### src/rtl/device_bus_if.sv
// CPU-side memory port of the device bus controller: access strobe,
// write qualifier, address/data in, and registered completion status out.
interface device_bus_if;
  logic        req;
  logic        write_enable;
  logic [15:0] address;
  logic [15:0] data_in;
  logic [15:0] data_out;
  logic        done;
  logic        error;
  logic        busy;

  modport master (
    output req, write_enable, address, data_in,
    input  data_out, done, error, busy
  );

  modport slave (
    input  req, write_enable, address, data_in,
    output data_out, done, error, busy
  );
endinterface

### src/rtl/device_bus.sv
// Device bus controller: decodes a target from the CPU address, runs a
// select/ready handshake with a slot peripheral (bounded by a timeout),
// serves the internal interrupt-pending register, and reports done/error.
module device_bus #(
  parameter int unsigned N_DEVICES   = 4,
  parameter logic [7:0]  DEVICE_BASE = 8'h02,
  parameter int unsigned TIMEOUT     = 16
) (
  input  logic                     clock,
  input  logic                     reset,
  device_bus_if.slave              bus,
  output logic [N_DEVICES-1:0]     dev_select,
  output logic                     dev_write,
  output logic                     dev_control,
  output logic [7:0]               dev_address,
  output logic [15:0]              dev_data_in,
  input  logic [16*N_DEVICES-1:0]  dev_data_out,
  input  logic [N_DEVICES-1:0]     dev_ready,
  input  logic [N_DEVICES-1:0]     dev_irq,
  output logic                     irq,
  output logic [N_DEVICES-1:0]     irq_pending
);

  typedef enum logic [1:0] {
    IDLE   = 2'd0,
    ACCESS = 2'd1,
    RESP   = 2'd2
  } state_t;

  localparam logic [8:0]  BASE9    = {1'b0, DEVICE_BASE};
  localparam logic [8:0]  LIMIT9   = BASE9 + 9'(N_DEVICES);
  localparam logic [15:0] CNT_LAST = 16'(TIMEOUT - 1);

  state_t               state_q, state_d;
  logic [15:0]          count_q;
  logic [3:0]           slot_idx_q;
  logic [15:0]          dout_q;
  logic                 err_q;

  logic                 req_ctrl;
  logic [7:0]           req_target;
  logic                 req_internal;
  logic                 req_slot;
  logic [3:0]           req_idx;
  logic [N_DEVICES-1:0] req_onehot;
  logic [15:0]          slot_rdata;
  logic [N_DEVICES-1:0] irq_clear;
  logic [N_DEVICES-1:0] pending_d;

  logic                 start_access;
  logic                 internal_op;
  logic                 unmapped_op;
  logic                 access_ok;
  logic                 access_to;

  assign bus.data_out = dout_q;
  assign bus.error    = err_q;
  assign bus.done     = (state_q == RESP);
  assign bus.busy     = (state_q != IDLE);

  // Target decode. The IDLE->ACCESS/RESP choice is made on the edge that
  // latches the address, so decoding the incoming address here yields the
  // same result as decoding the latched copy one cycle later.
  always_comb begin
    req_ctrl     = (bus.address[15:12] == 4'h0);
    req_target   = req_ctrl ? bus.address[11:4] : bus.address[15:8];
    req_internal = (req_target == 8'h00);
    req_slot     = !req_internal &&
                   ({1'b0, req_target} >= BASE9) &&
                   ({1'b0, req_target} <  LIMIT9);
    req_idx      = req_target[3:0] - DEVICE_BASE[3:0];
    req_onehot   = '0;
    for (int unsigned i = 0; i < N_DEVICES; i++) begin
      req_onehot[i] = (req_idx == 4'(i));
    end
  end

  // Read data of the slot currently being accessed.
  always_comb begin
    slot_rdata = '0;
    for (int unsigned i = 0; i < N_DEVICES; i++) begin
      if (slot_idx_q == 4'(i)) begin
        slot_rdata = dev_data_out[16*i +: 16];
      end
    end
  end

  // Next-state and one-cycle action strobes for the access sequencer.
  always_comb begin
    state_d      = state_q;
    start_access = 1'b0;
    internal_op  = 1'b0;
    unmapped_op  = 1'b0;
    access_ok    = 1'b0;
    access_to    = 1'b0;
    case (state_q)
      IDLE: begin
        if (bus.req) begin
          if (req_slot) begin
            state_d      = ACCESS;
            start_access = 1'b1;
          end else begin
            state_d = RESP;
            if (req_internal) internal_op = 1'b1;
            else              unmapped_op = 1'b1;
          end
        end
      end
      ACCESS: begin
        if (|(dev_ready & dev_select)) begin
          state_d   = RESP;
          access_ok = 1'b1;
        end else if (count_q == CNT_LAST) begin
          state_d   = RESP;
          access_to = 1'b1;
        end
      end
      RESP:    state_d = IDLE;
      default: state_d = IDLE;
    endcase
  end

  // Interrupt pending update: a set in the same cycle as a clear wins.
  always_comb begin
    irq_clear = '0;
    if (internal_op && bus.write_enable) begin
      irq_clear = bus.data_in[N_DEVICES-1:0];
    end
    pending_d = (irq_pending & ~irq_clear) | dev_irq;
  end

  // State register.
  always_ff @(posedge clock) begin
    if (reset) state_q <= IDLE;
    else       state_q <= state_d;
  end

  // Datapath: latched request fields, slot select, timeout counter,
  // response data/status and interrupt registers.
  always_ff @(posedge clock) begin
    if (reset) begin
      dev_select  <= '0;
      dev_write   <= 1'b0;
      dev_control <= 1'b0;
      dev_address <= '0;
      dev_data_in <= '0;
      slot_idx_q  <= '0;
      count_q     <= '0;
      dout_q      <= '0;
      err_q       <= 1'b0;
      irq_pending <= '0;
      irq         <= 1'b0;
    end else begin
      irq_pending <= pending_d;
      irq         <= |pending_d;

      if (state_q == IDLE && bus.req) begin
        dev_write   <= bus.write_enable;
        dev_control <= req_ctrl;
        dev_address <= bus.address[7:0];
        dev_data_in <= bus.data_in;
        slot_idx_q  <= req_idx;
      end

      if (start_access) begin
        dev_select <= req_onehot;
        count_q    <= '0;
      end else if (state_q == ACCESS && state_d == ACCESS) begin
        count_q <= count_q + 16'd1;
      end

      if (access_ok) begin
        dev_select <= '0;
        err_q      <= 1'b0;
        if (!dev_write) dout_q <= slot_rdata;
      end

      if (access_to) begin
        dev_select <= '0;
        err_q      <= 1'b1;
        dout_q     <= '0;
      end

      if (internal_op) begin
        err_q <= 1'b0;
        if (!bus.write_enable) dout_q <= 16'(irq_pending);
      end

      if (unmapped_op) begin
        err_q  <= 1'b1;
        dout_q <= '0;
      end
    end
  end

endmodule

### src/flat_wrapper.sv
// flat-port wrapper written by rule: the top's interface ports become plain ports
module device_bus_flat 
#(
  parameter int unsigned N_DEVICES   = 4,
  parameter logic [7:0]  DEVICE_BASE = 8'h02,
  parameter int unsigned TIMEOUT     = 16
)
  (clock, reset, dev_select, dev_write, dev_control, dev_address, dev_data_in, dev_data_out, dev_ready, dev_irq, irq, irq_pending, bus_req, bus_write_enable, bus_address, bus_data_in, bus_data_out, bus_done, bus_error, bus_busy);
  device_bus_if bus_i ();
  input  logic clock;
  input  logic reset;
  output logic [N_DEVICES-1:0] dev_select;
  output logic dev_write;
  output logic dev_control;
  output logic [7:0] dev_address;
  output logic [15:0] dev_data_in;
  input  logic [16*N_DEVICES-1:0] dev_data_out;
  input  logic [N_DEVICES-1:0] dev_ready;
  input  logic [N_DEVICES-1:0] dev_irq;
  output logic irq;
  output logic [N_DEVICES-1:0] irq_pending;
  input wire logic [$bits(bus_i.req)-1:0] bus_req;
  input wire logic [$bits(bus_i.write_enable)-1:0] bus_write_enable;
  input wire logic [$bits(bus_i.address)-1:0] bus_address;
  input wire logic [$bits(bus_i.data_in)-1:0] bus_data_in;
  output wire logic [$bits(bus_i.data_out)-1:0] bus_data_out;
  output wire logic [$bits(bus_i.done)-1:0] bus_done;
  output wire logic [$bits(bus_i.error)-1:0] bus_error;
  output wire logic [$bits(bus_i.busy)-1:0] bus_busy;
  assign bus_i.req = bus_req;
  assign bus_i.write_enable = bus_write_enable;
  assign bus_i.address = bus_address;
  assign bus_i.data_in = bus_data_in;
  assign bus_data_out = bus_i.data_out;
  assign bus_done = bus_i.done;
  assign bus_error = bus_i.error;
  assign bus_busy = bus_i.busy;
  device_bus #(.N_DEVICES(N_DEVICES), .DEVICE_BASE(DEVICE_BASE), .TIMEOUT(TIMEOUT)) u_core (.clock(clock), .reset(reset), .bus(bus_i), .dev_select(dev_select), .dev_write(dev_write), .dev_control(dev_control), .dev_address(dev_address), .dev_data_in(dev_data_in), .dev_data_out(dev_data_out), .dev_ready(dev_ready), .dev_irq(dev_irq), .irq(irq), .irq_pending(irq_pending));
endmodule
### config.mk
export PLATFORM = sky130hd
export DESIGN_NAME = device_bus_flat
export DESIGN_NICKNAME = d
export VERILOG_FILES = /design/src/rtl/device_bus_if.sv /design/src/rtl/device_bus.sv /design/src/flat_wrapper.sv
export SDC_FILE = /design/constraint.sdc
export NUM_CORES = 1
export LEC_CHECK = 0
export ABC_AREA = 1
export ABC_CLOCK_PERIOD_IN_PS = 3680
export CORE_UTILIZATION = 43
export CTS_BUF_LIST = sky130_fd_sc_hd__clkbuf_16
export DETAILED_ROUTE_END_ITERATION = 16
export GPL_TIMING_DRIVEN = 0
export PLACE_DENSITY = 0.84
export RECOVER_POWER = 100
export SETUP_SLACK_MARGIN = 0.5
export SLEW_MARGIN = 5
export SYNTH_ARGS = -nofsm -noshare
export SYNTH_HDL_FRONTEND = slang
export SYNTH_SLANG_ARGS = --single-unit
### constraint.sdc
create_clock -name clock -period 3.68 [get_ports clock]
set_input_delay 0.552 -clock clock [delete_from_list [all_inputs] [get_ports clock]]
set_output_delay 0.552 -clock clock [all_outputs]
set_load 0.01 [all_outputs]
==> flow_summary.yaml <==
cts:
  hold_buffers: 0
  cts_tree: "built"
  clockRootBuffer: "clkbuf_16"
  cts.clk_slew.worst_paths_ns: 0.06
  cts_max_level: 3
  cts.path.max_buffers: 2
  cts_resized: 0
  cts_sinks: 74
  cts_buffers: 9
  insertion_delay_ns: 0.33
  cts_setup_buffers: 0
global_route:
  grt_max_degree: 13
  grt_pass1_vias: 4088
  grt_pass1_wl_mm: 19.2
  grtUsageTotal_pct: 28.0
  antenna_found_initial: 0
  overflow: 0
floorplan:
  die_x_um: 95.1
  coreArea_um2: 8300
  num_io_pins: 162
  rows: 33
  start_util_pct: 44.9
  die_h_um: 95.1
  dieArea_um2: 9050
synth:
  synth_area_leader_cell: "dfxtp_1"
  synth_nets: 635
  syn_area_um2: 3730
  ys_ff_latch: 74
  synth_cell_types: 34
  syn_area_per_cell_um2: 7.10
  synth_edf_count: 0
  ys_warn_count: 0
  synthDominantCellAreaShare_pct: 39.7
  ys.flop_type: "dfxtp_1"
  yosysSeqAreaShare_pct: 39.7
  syn-instance-count: 525
  synthArstFlopShare_pct: 0
  synthTopCellsByArea: "dfxtp_1 40%, nand2_1 9.5%, nor2_1 8.4%"
worst_setup_path:
  crit_top_cell: "nor2_1"
  required_ns: 3.90
  r2r_slack_ns: 1.72
  cp_top_family: "simple AND/OR/NAND/NOR gates"
  start_kind: "input pin"
  setup.worst_path.end: "u_core.bus.data_out[6]"
  worstSetupPathType: "input pin to flip-flop"
  path_max_fanout: 10
  setup.worst_path.start: "bus_address[15]"
  r2r-start: "u_core.state_q[0]"
  slowest_stage: "nor2_1"
  cp.depth: 12
  cp_cell_sequence: "clkdlybuf4s50_1, nor2_1, nand2_1, nand2_2, nand2_1, nor2_1, nor2_4, nor2_1, nand2_2, nand3_4, buf_12, nor2_1"
  end_kind: "flip-flop"
  worst-path-buf-inv: 2
  r2r_cells: 9
  arrival_ns: 3.10
  worst_r2r_endpoint: "u_core.irq"
  slowest_delay_ns: 0.59
timing:
  fmax_mhz: 347
  min_period_over_period_pct: 78.3
  worst_slew_pin_slew_ns: 0.712
  hold_ws_ns: 0.474
  hold_viol: 0
  rsz0062_at_grt: "no"
  slew_headroom_pct: 52.3
  fin_crit_ns: 2.88
  fin_setup_tns_ns: 0
  finalSetupViolCount: 0
  slew_violations: 0
  skew_ns: 0.00741
power_and_ir_drop:
  leakage_nw: 2.37
  vdd_ir_drop_max_mv: 0.237
  powerDensity_nw_per_um2: 377
layout:
  fin_area_um2: 5680
  drive_above_1_share_pct: 6.13
  antenna_cells: 0
  layout_commonest_cell: "clkdlybuf4s50_1"
  final_util_pct: 68.4
  layout_common_cells: "106 x clkdlybuf4s50_1, 97 x nand2_1, 95 x nor2_1"
  syn2layout_area_growth_pct: 52.3
  layout.nets: 807
route:
  vias: 4287
  antenna_left: 0
  first_pass_iters: 5
  drcViolationCount: 0
  post_drt_wl_per_cell_um: 15.4
  drt_iter0_drc: 145
  totalWireLength_mm: 12.4
  via_per_inst: 5.32
place:
  dp_hpwl_mm: 9.70
  gp_congestion: 0.850
  dpl_cell_area_um2: 5470
  io_buffers: 161
run_status:
  status: "complete, no violations"
worst_hold_path:
  hp-class: "flip-flop to flip-flop"
flow_run:
  maxCapViolations: 0
## layer usage
| layer | vias to the layer above | global-route usage, % | routed length [µm] |
|---|---|---|---|
| li1 | 2092 | - | - |
| met1 | 1953 | 30.3 | 4850 |
| met2 | 201 | 50.7 | 6150 |
| met3 | 41 | 5.10 | 914 |
| met4 | 0 | 15.7 | 497 |
| met5 | - | 0 | 0 |
## worst register-to-register path, cell delays in order, from the launching register on
cell      delay [ns]
dfxtp_1         0.32
nor2_1          0.23
nand2_1         0.17
clkbuf_1        0.25
nor2_1          0.26
nand4_1         0.18
nand2_1         0.16
nand2_1         0.07
nor2_1          0.11
a21oi_1         0.08
## synth_stat cells (9+ instances only)
| master | n |
|---|---|
| a21oi_1 | 34 |
| clkbuf_1 | 10 |
| dfxtp_1 | 74 |
| inv_1 | 46 |
| nand2_1 | 94 |
| nand2_2 | 9 |
| nand3_1 | 26 |
| nand4_1 | 16 |
| nor2_1 | 83 |
| nor2_4 | 15 |
| nor3_1 | 9 |
| o21ai_0 | 55 |
| o221ai_1 | 9 |
## final cells by class
cell class	count	area, µm²
Fill cell	691	2620
Multi-Input combinational cell	382	1860
Timing Repair Buffer	161	1610
Sequential cell	74	1480
Clock buffer	9	225
Inverter	51	191
Tap cell	105	131
Buffer	18	93.8
Clock inverter	6	82.6
## through the flow
step                      setup slack (ns)  instances  power [mW]
final                                0.797        806        2.14
after global routing                 0.676        806        2.21
after CTS                             1.38        806        2.16
after detailed placement              1.05        791        1.26
after global placement                1.16        791        1.24
after floorplan                       1.80        525        1.03
## flip-flops by register name (all words and copies together) (netlist names)
register             cells
u_core.bus.error         1
u_core.dev_select        4
u_core.count_q          16
u_core.slot_idx_q        4
u_core.irq_pending       4
u_core.dev_control       1
u_core.bus.data_out     16
u_core.irq               1
u_core.dev_write         1
u_core.dev_address       8
u_core.state_q           2
u_core.dev_data_in      16
## worst min-delay path by stage
| stage | startpoint | slack (ns) | cells past startpoint | endpoint |
|---|---|---|---|---|
| 2_1_floorplan | u_core.count_q[3] | 0.45 | 2 | u_core.count_q[3] |
| 3_3_place_gp | u_core.dev_data_in[6] | 0.46 | 2 | u_core.dev_data_in[6] |
| 3_5_place_dp | u_core.dev_address[4] | 0.47 | 2 | u_core.dev_address[4] |
| 4_1_cts | u_core.dev_address[4] | 0.48 | 2 | u_core.dev_address[4] |
| 5_1_grt | u_core.count_q[3] | 0.51 | 2 | u_core.count_q[3] |
| 6_report | u_core.dev_address[4] | 0.47 | 2 | u_core.dev_address[4] |
## cell families (layout without fill, tap and decap cells)
group | count (synthesis) | count (layout) | share of synthesized area, %
xor gates and xnor gates | 3 | 3 | 0.705
buffers and inverters | 69 | 245 | 7.65
AOI/OAI and AO/OA | 114 | 114 | 17.1
and+or+nand+nor | 263 | 263 | 34.1
adders and majority gates | 2 | 2 | 0.671
DFF | 74 | 74 | 39.7
## where the power goes
| part | total [mW] | internal, mW | switching, mW | leakage (nW) |
|---|---|---|---|---|
| combinational | 0.374 | 0.196 | 0.178 | 1.61 |
| sequential | 0.849 | 0.833 | 0.0159 | 0.605 |
| clock | 0.918 | 0.586 | 0.332 | 0.151 |
| total | 2.14 | 1.61 | 0.526 | 2.37 |
Power figures use the tool's default switching activity.
